File: src/rtl/sprite_bus_pkg.sv
// Shared types for the sprite-memory bus arbiter: FSM state encoding and a
// width helper used to size owner indices and counters.
package sprite_bus_pkg;

  typedef enum logic [1:0] {
    IDLE       = 2'd0,
    GRANT      = 2'd1,
    TURNAROUND = 2'd2
  } state_t;

  // Ceiling log2, never below 1 so that degenerate counters still get a bit.
  function automatic int clog2(input int value);
    int w;
    w = 1;
    while ((1 << w) < value) w++;
    return w;
  endfunction

endpackage

File: src/rtl/sprite_bus_arbiter_rr_pick.sv
// Combinational round-robin picker: first asserted req at or above ptr,
// wrapping modulo NUM_REQ.
module rr_pick #(
  parameter int NUM_REQ = 3,
  parameter int IDX_W   = 2
) (
  input  logic [NUM_REQ-1:0] req,
  input  logic [IDX_W-1:0]   ptr,
  output logic               valid,
  output logic [IDX_W-1:0]   index
);

  localparam logic [IDX_W:0] NUM_V = (IDX_W+1)'(NUM_REQ);

  logic [NUM_REQ-1:0] rot;
  logic [IDX_W-1:0]   off;
  logic [IDX_W:0]     sum;

  // Rotate so that bit 0 is the requester the pointer currently favours.
  assign rot = NUM_REQ'({req, req} >> ptr);

  always_comb begin
    valid = 1'b0;
    off   = '0;
    for (int k = NUM_REQ - 1; k >= 0; k--) begin
      if (rot[k]) begin
        valid = 1'b1;
        off   = IDX_W'(k);
      end
    end
  end

  assign sum   = {1'b0, ptr} + {1'b0, off};
  assign index = (sum >= NUM_V) ? IDX_W'(sum - NUM_V) : sum[IDX_W-1:0];

endmodule

File: src/rtl/sprite_bus_arbiter.sv
// Arbiter for the shared tristate sprite-memory data bus: one-hot output
// enables, guaranteed idle turnaround between owners, round-robin with preemption.
//
// state      | meaning
// IDLE       | nobody owns the bus, pick on any request
// GRANT      | owner drives the bus, hold counter running
// TURNAROUND | all enables low for TA_CYCLES before the next pick
module sprite_bus_arbiter
  import sprite_bus_pkg::*;
#(
  parameter int NUM_REQ   = 3,
  parameter int MAX_HOLD  = 16,
  parameter int TA_CYCLES = 1
) (
  input  logic                      clock,
  input  logic                      resetn,
  input  logic [NUM_REQ-1:0]        req,
  output logic [NUM_REQ-1:0]        grant,
  output logic [NUM_REQ-1:0]        bus_oe,
  output logic [clog2(NUM_REQ)-1:0] owner,
  output logic                      busy,
  output logic                      preempt
);

  localparam int IDX_W  = clog2(NUM_REQ);
  localparam int HOLD_W = clog2(MAX_HOLD + 1);
  localparam int TA_W   = clog2(TA_CYCLES + 1);

  localparam logic [HOLD_W-1:0] HOLD_MAX  = HOLD_W'(MAX_HOLD);
  localparam logic [HOLD_W-1:0] HOLD_LAST = HOLD_W'((MAX_HOLD > 0) ? MAX_HOLD - 1 : 0);
  localparam logic [TA_W-1:0]   TA_LOAD   = TA_W'(TA_CYCLES - 1);
  localparam logic [IDX_W-1:0]  IDX_LAST  = IDX_W'(NUM_REQ - 1);

  state_t             state;
  logic [IDX_W-1:0]   rr_ptr;
  logic [HOLD_W-1:0]  hold_cnt;
  logic [TA_W-1:0]    ta_cnt;
  logic               pick_valid;
  logic [IDX_W-1:0]   pick_idx;
  logic [IDX_W-1:0]   ptr_next;
  logic               other_wait;
  logic               hold_expired;

  rr_pick #(
    .NUM_REQ (NUM_REQ),
    .IDX_W   (IDX_W)
  ) u_pick (
    .req   (req),
    .ptr   (rr_ptr),
    .valid (pick_valid),
    .index (pick_idx)
  );

  assign ptr_next     = (owner == IDX_LAST) ? '0 : owner + 1'b1;
  assign other_wait   = |(req & ~grant);
  assign hold_expired = (MAX_HOLD != 0) && (hold_cnt == HOLD_LAST) && other_wait;
  assign bus_oe       = grant;

  always_ff @(posedge clock) begin
    if (!resetn) begin
      state    <= IDLE;
      grant    <= '0;
      owner    <= '0;
      busy     <= 1'b0;
      preempt  <= 1'b0;
      rr_ptr   <= '0;
      hold_cnt <= '0;
      ta_cnt   <= '0;
    end else begin
      preempt <= 1'b0;
      case (state)
        IDLE, TURNAROUND: begin
          if (state == TURNAROUND && ta_cnt != '0) begin
            ta_cnt <= ta_cnt - 1'b1;
          end else if (pick_valid) begin
            grant    <= NUM_REQ'(1) << pick_idx;
            owner    <= pick_idx;
            hold_cnt <= '0;
            busy     <= 1'b1;
            state    <= GRANT;
          end else begin
            state <= IDLE;
          end
        end
        GRANT: begin
          if (hold_cnt != HOLD_MAX) hold_cnt <= hold_cnt + 1'b1;
          // A voluntary release wins over preemption, so preempt only flags forced removals.
          if (!req[owner] || hold_expired) begin
            grant   <= '0;
            busy    <= 1'b0;
            rr_ptr  <= ptr_next;
            ta_cnt  <= TA_LOAD;
            preempt <= req[owner];
            state   <= TURNAROUND;
          end
        end
        default: begin
          grant <= '0;
          busy  <= 1'b0;
          state <= IDLE;
        end
      endcase
    end
  end

endmodule

File: config.mk
export PLATFORM = sky130hd
export DESIGN_NAME = sprite_bus_arbiter
export DESIGN_NICKNAME = d
export VERILOG_FILES = /design/src/rtl/sprite_bus_pkg.sv /design/src/rtl/sprite_bus_arbiter_rr_pick.sv /design/src/rtl/sprite_bus_arbiter.sv
export SDC_FILE = /design/constraint.sdc
export NUM_CORES = 1
export LEC_CHECK = 0
export BUFFER_PORTS_ARGS = -buffer_cell sky130_fd_sc_hd__buf_2
export CAP_MARGIN = 25
export CELL_PAD_IN_SITES_DETAIL_PLACEMENT = 2
export CELL_PAD_IN_SITES_GLOBAL_PLACEMENT = 2
export CORE_ASPECT_RATIO = 0.5
export CORE_MARGIN = 1.5
export CORE_UTILIZATION = 35
export CTS_CLUSTER_DIAMETER = 80
export DETAILED_ROUTE_END_ITERATION = 10
export GPL_TIMING_DRIVEN = 0
export PLACE_DENSITY_LB_ADDON = 0.1
export SLEW_MARGIN = 20
export SYNTH_ARGS = -nofsm -noshare
export SYNTH_HDL_FRONTEND = slang
export SYNTH_HIERARCHICAL = 1
export SYNTH_SLANG_ARGS = --single-unit
File: constraint.sdc
create_clock -name clock -period 7.15 [get_ports clock]
set_input_delay 0.3575 -clock clock [delete_from_list [all_inputs] [get_ports clock]]
set_output_delay 0.3575 -clock clock [all_outputs]
set_load 0.01 [all_outputs]
==> results.md <==
* Crit path to: bus_oe[1]$_SDFFE_PN0P_
* GRT Total Usage at 0.183
* First-pass GRT wire length at about 4300 µm
* Post-synth cell types at 39
* Post-synth EDFFs at 0
* Multi-input gate area at approximately 600 µm²
* Cell Pwr Density at around 240 nW/µm²
* Most frequent CP cell: inv_1
* Pre-CTS setup slack at roughly 4.2 ns
* Max-Slew Margin vs Limit at 0.677
* Drt via density at about 5.3
* Die area at 3270 µm²
* Synthesis-to-layout area growth at 15.4%
* Minimum clock period at about 2.8 ns
* Setup WS post-layout at between 4 and 5 ns
* Status: finished, final reports clean
* Antenna Cells at 0
* Synth async-reset ratio at 0
* Reg2reg path depth at 12
* Crit path DAT at about 3 ns
* P_leak at approximately 0.5 nW
* Hold Crit Class: in2reg
* WP depth at 12
* Filler cells at 318
* Final #Nets at between 100 and 150
* Root buf cell: clkbuf_8
* Final Hold Vio Count at 0
* Most used DFF post-synth: dfxtp_1
* Vias at between 900 and 1,000
* Req. time, crit path at 7.32 ns
* Synth cell count leaders: 17 x dfxtp_1, 14 x nand2_1, 13 x inv_1
* Clock Tree Buf Depth at 2
* Worst setup SP type: flip-flop
* Reg2reg end: bus_oe[1]$_SDFFE_PN0P_
* Share of the yosys chip area belonging to registers at 0.333
* Placed Cells at roughly 170
* Sink Count at 17
* Slowest-stage cell, CP: fa_1
* Synthesized net count at 130
* Drt first-iter violations at 22
* Crit path cell chain: nor4bb_1, a41oi_1, o21ai_0, ha_1, inv_1, fa_1, inv_1, ha_1, nand3b_1, a21oi_1, inv_1, o32ai_1
* I/O pin total at 15
* Largest net degree at the start of global routing at 11
* YS warnings at 6
* Internal reg-to-reg setup slack at 4.34 ns
* Seq cells post-synth at 17
* Measured slew at the worst slew-check pin at 0.484 ns
* Max H-tree Level at 1
* RD Place Congestion at just under 0.8
* CP Class: reg2reg
* Final Non-Filler Cells at ~170
* DIE HEIGHT at between 40 and 50 µm
* Hold Slack at roughly 0.44 ns
* Initial antenna violation count at 0
* Port bufs at 13
* CTS Buf Count at 3
* DP HPWL at about 2100 µm
* Placed instance area at 1130 µm²
* Vias in the first global route at 917
* Synth Instances at 119
* Post-synth top area cell: dfxtp_1
* Antenna Nets Post-Route at 0
* Core area at 2680 µm²
* Finished Core Util at 0.440
* Setup TNS at 0 ns
* Max Cap Viol at 0
* CP startpoint: rr_ptr[1]$_SDFFE_PN0P_
* DRC at 0
* Clk_lat worst skew at around 0.26 ns
* Max incr delay on CP at a little under 0.5 ns
* Worst-case vdd ir drop at 130 µV
* Critical-path maximum fanout at 5
* Fin. max-slew vios at 0
* Post-cts resize count at 0
* Die width at 79.4 µm
* GRT overflow at 0
* Routed WL at about 2600 µm
* Hold Buf Count CTS at 0
* Post-CTS setup buffer count at 0
* WP buf/inv at 3
* Site row count at 13
* Mean area per synthesized cell at roughly 8.6 µm²
* Clk_skew at 0.0107 ns
* Final Setup Violations at 0
* Top post-synthesis cells by area: dfxtp_1 33%, ha_1 6.1%, nand2_1 5.1%
* Fin crit share at 0.393
* Count leader, synth: dfxtp_1
* Yosys top cell area share at 0.333
* DR pass1 iterations at 3
* Finished Cell Area at 1180 µm²
* CTS clk-pin slew, worst paths at roughly 0.080 ns
* Worst r2r src: rr_ptr[1]$_SDFFE_PN0P_
* Starting Density at 0.381
* RSZ-0062 raised after global routing: no
* Layout cell share with drive strength beyond 1 at 0.199
* CTS tree: built
* Drt wl/cell at 15.2 µm
* Tot Pwr at 283 µW
* Critical Path Sink Type: flip-flop
* Synthesized area at 1020 µm²
* Max Freq at ~0.36 GHz
* Sequential standard cell area at roughly 340 µm²
* Crit path max-delay family: adder cells
[state kept, by name, summed over array words and instances, names as in the netlist]
register,count
rr_ptr,2
bus_oe,3
busy,1
preempt,1
ta_cnt,1
state,2
hold_cnt,5
owner,2
[how the worst min path moves through the flow]
stage | depth (start not counted) | start | endpoint | slack [ns]
CTS | 2 | resetn | owner[1]$_SDFFE_PN0P_ | 0.44
detailed placement | 2 | ta_cnt$_SDFFE_PN0P_ | ta_cnt$_SDFFE_PN0P_ | 0.50
finish | 2 | resetn | owner[1]$_SDFFE_PN0P_ | 0.44
global placement | 2 | bus_oe[2]$_SDFFE_PN0P_ | bus_oe[2]$_SDFFE_PN0P_ | 0.48
global route | 2 | resetn | owner[1]$_SDFFE_PN0P_ | 0.44
floorplan | 2 | ta_cnt$_SDFFE_PN0P_ | ta_cnt$_SDFFE_PN0P_ | 0.46
[worst register-to-register path: cells and delay by family (launching register included)]
kind	cells	cell delay, ns
adders and majority gates	3	0.85
AOI/OAI and AO/OA	4	0.76
and+or+nand+nor	2	0.48
DFF	1	0.42
buffers and inverters	3	0.19
[logic make-up (layout without fill, tap and decap cells)]
kind of cell,after synthesis,count (layout),synth area share
simple gates,47,47,0.256
xor+xnor,2,2,0.0171
compound gates,25,25,0.202
buf+inv,19,36,0.0820
flops,17,17,0.333
fa+ha+maj,6,6,0.0808
mux,3,3,0.0294
[layout make-up]
type / instances / area share
multi-input combinational: 83 / 0.507
clock inverter: 1 / 0.00424
timing repair buffer: 13 / 0.0551
buffer: 5 / 0.0265
clock buffer: 3 / 0.0350
inverter: 14 / 0.0445
tap: 37 / 0.0392
sequential: 17 / 0.288
[power by group]
| part | total, mW | internal (mW) | switching (mW) |
|---|---|---|---|
| Sequential | 0.118 | 0.105 | 0.0126 |
| Clock | 0.0757 | 0.0388 | 0.0368 |
| Combinational | 0.0890 | 0.0367 | 0.0523 |
| Total | 0.283 | 0.181 | 0.102 |
[metal layers]
metal,GRT usage,vias to the layer above,routed length [µm]
li1,-,448,-
met1,0.220,449,1300
met2,0.335,8,1230
met3,0.0533,4,75
met4,0.0482,0,19
met5,0,-,0
[cell usage in the layout (no fill, tap or decap), types with 2 or more instances in the layout]
cell type  Yosys  final
dfxtp_1       17     17
nand2_1       14     14
buf_2          1     14
inv_1         13     13
nor2_1         6      6
ha_1           5      5
and3_1         4      4
nand3b_1       4      4
nand4_1        4      4
mux2i_1        3      3
nor2b_1        3      3
a21oi_1        3      3
nand2b_1       3      3
o32ai_1        3      3
o21a_1         3      3
buf_4          3      3
clkbuf_8       0      3
nand3_1        2      2
a21boi_0       2      2
o21ai_2        2      2
xor2_1         2      2
a21boi_1       2      2
a41oi_1        2      2
or3_1          2      2
(Power assumes the default switching activity.)
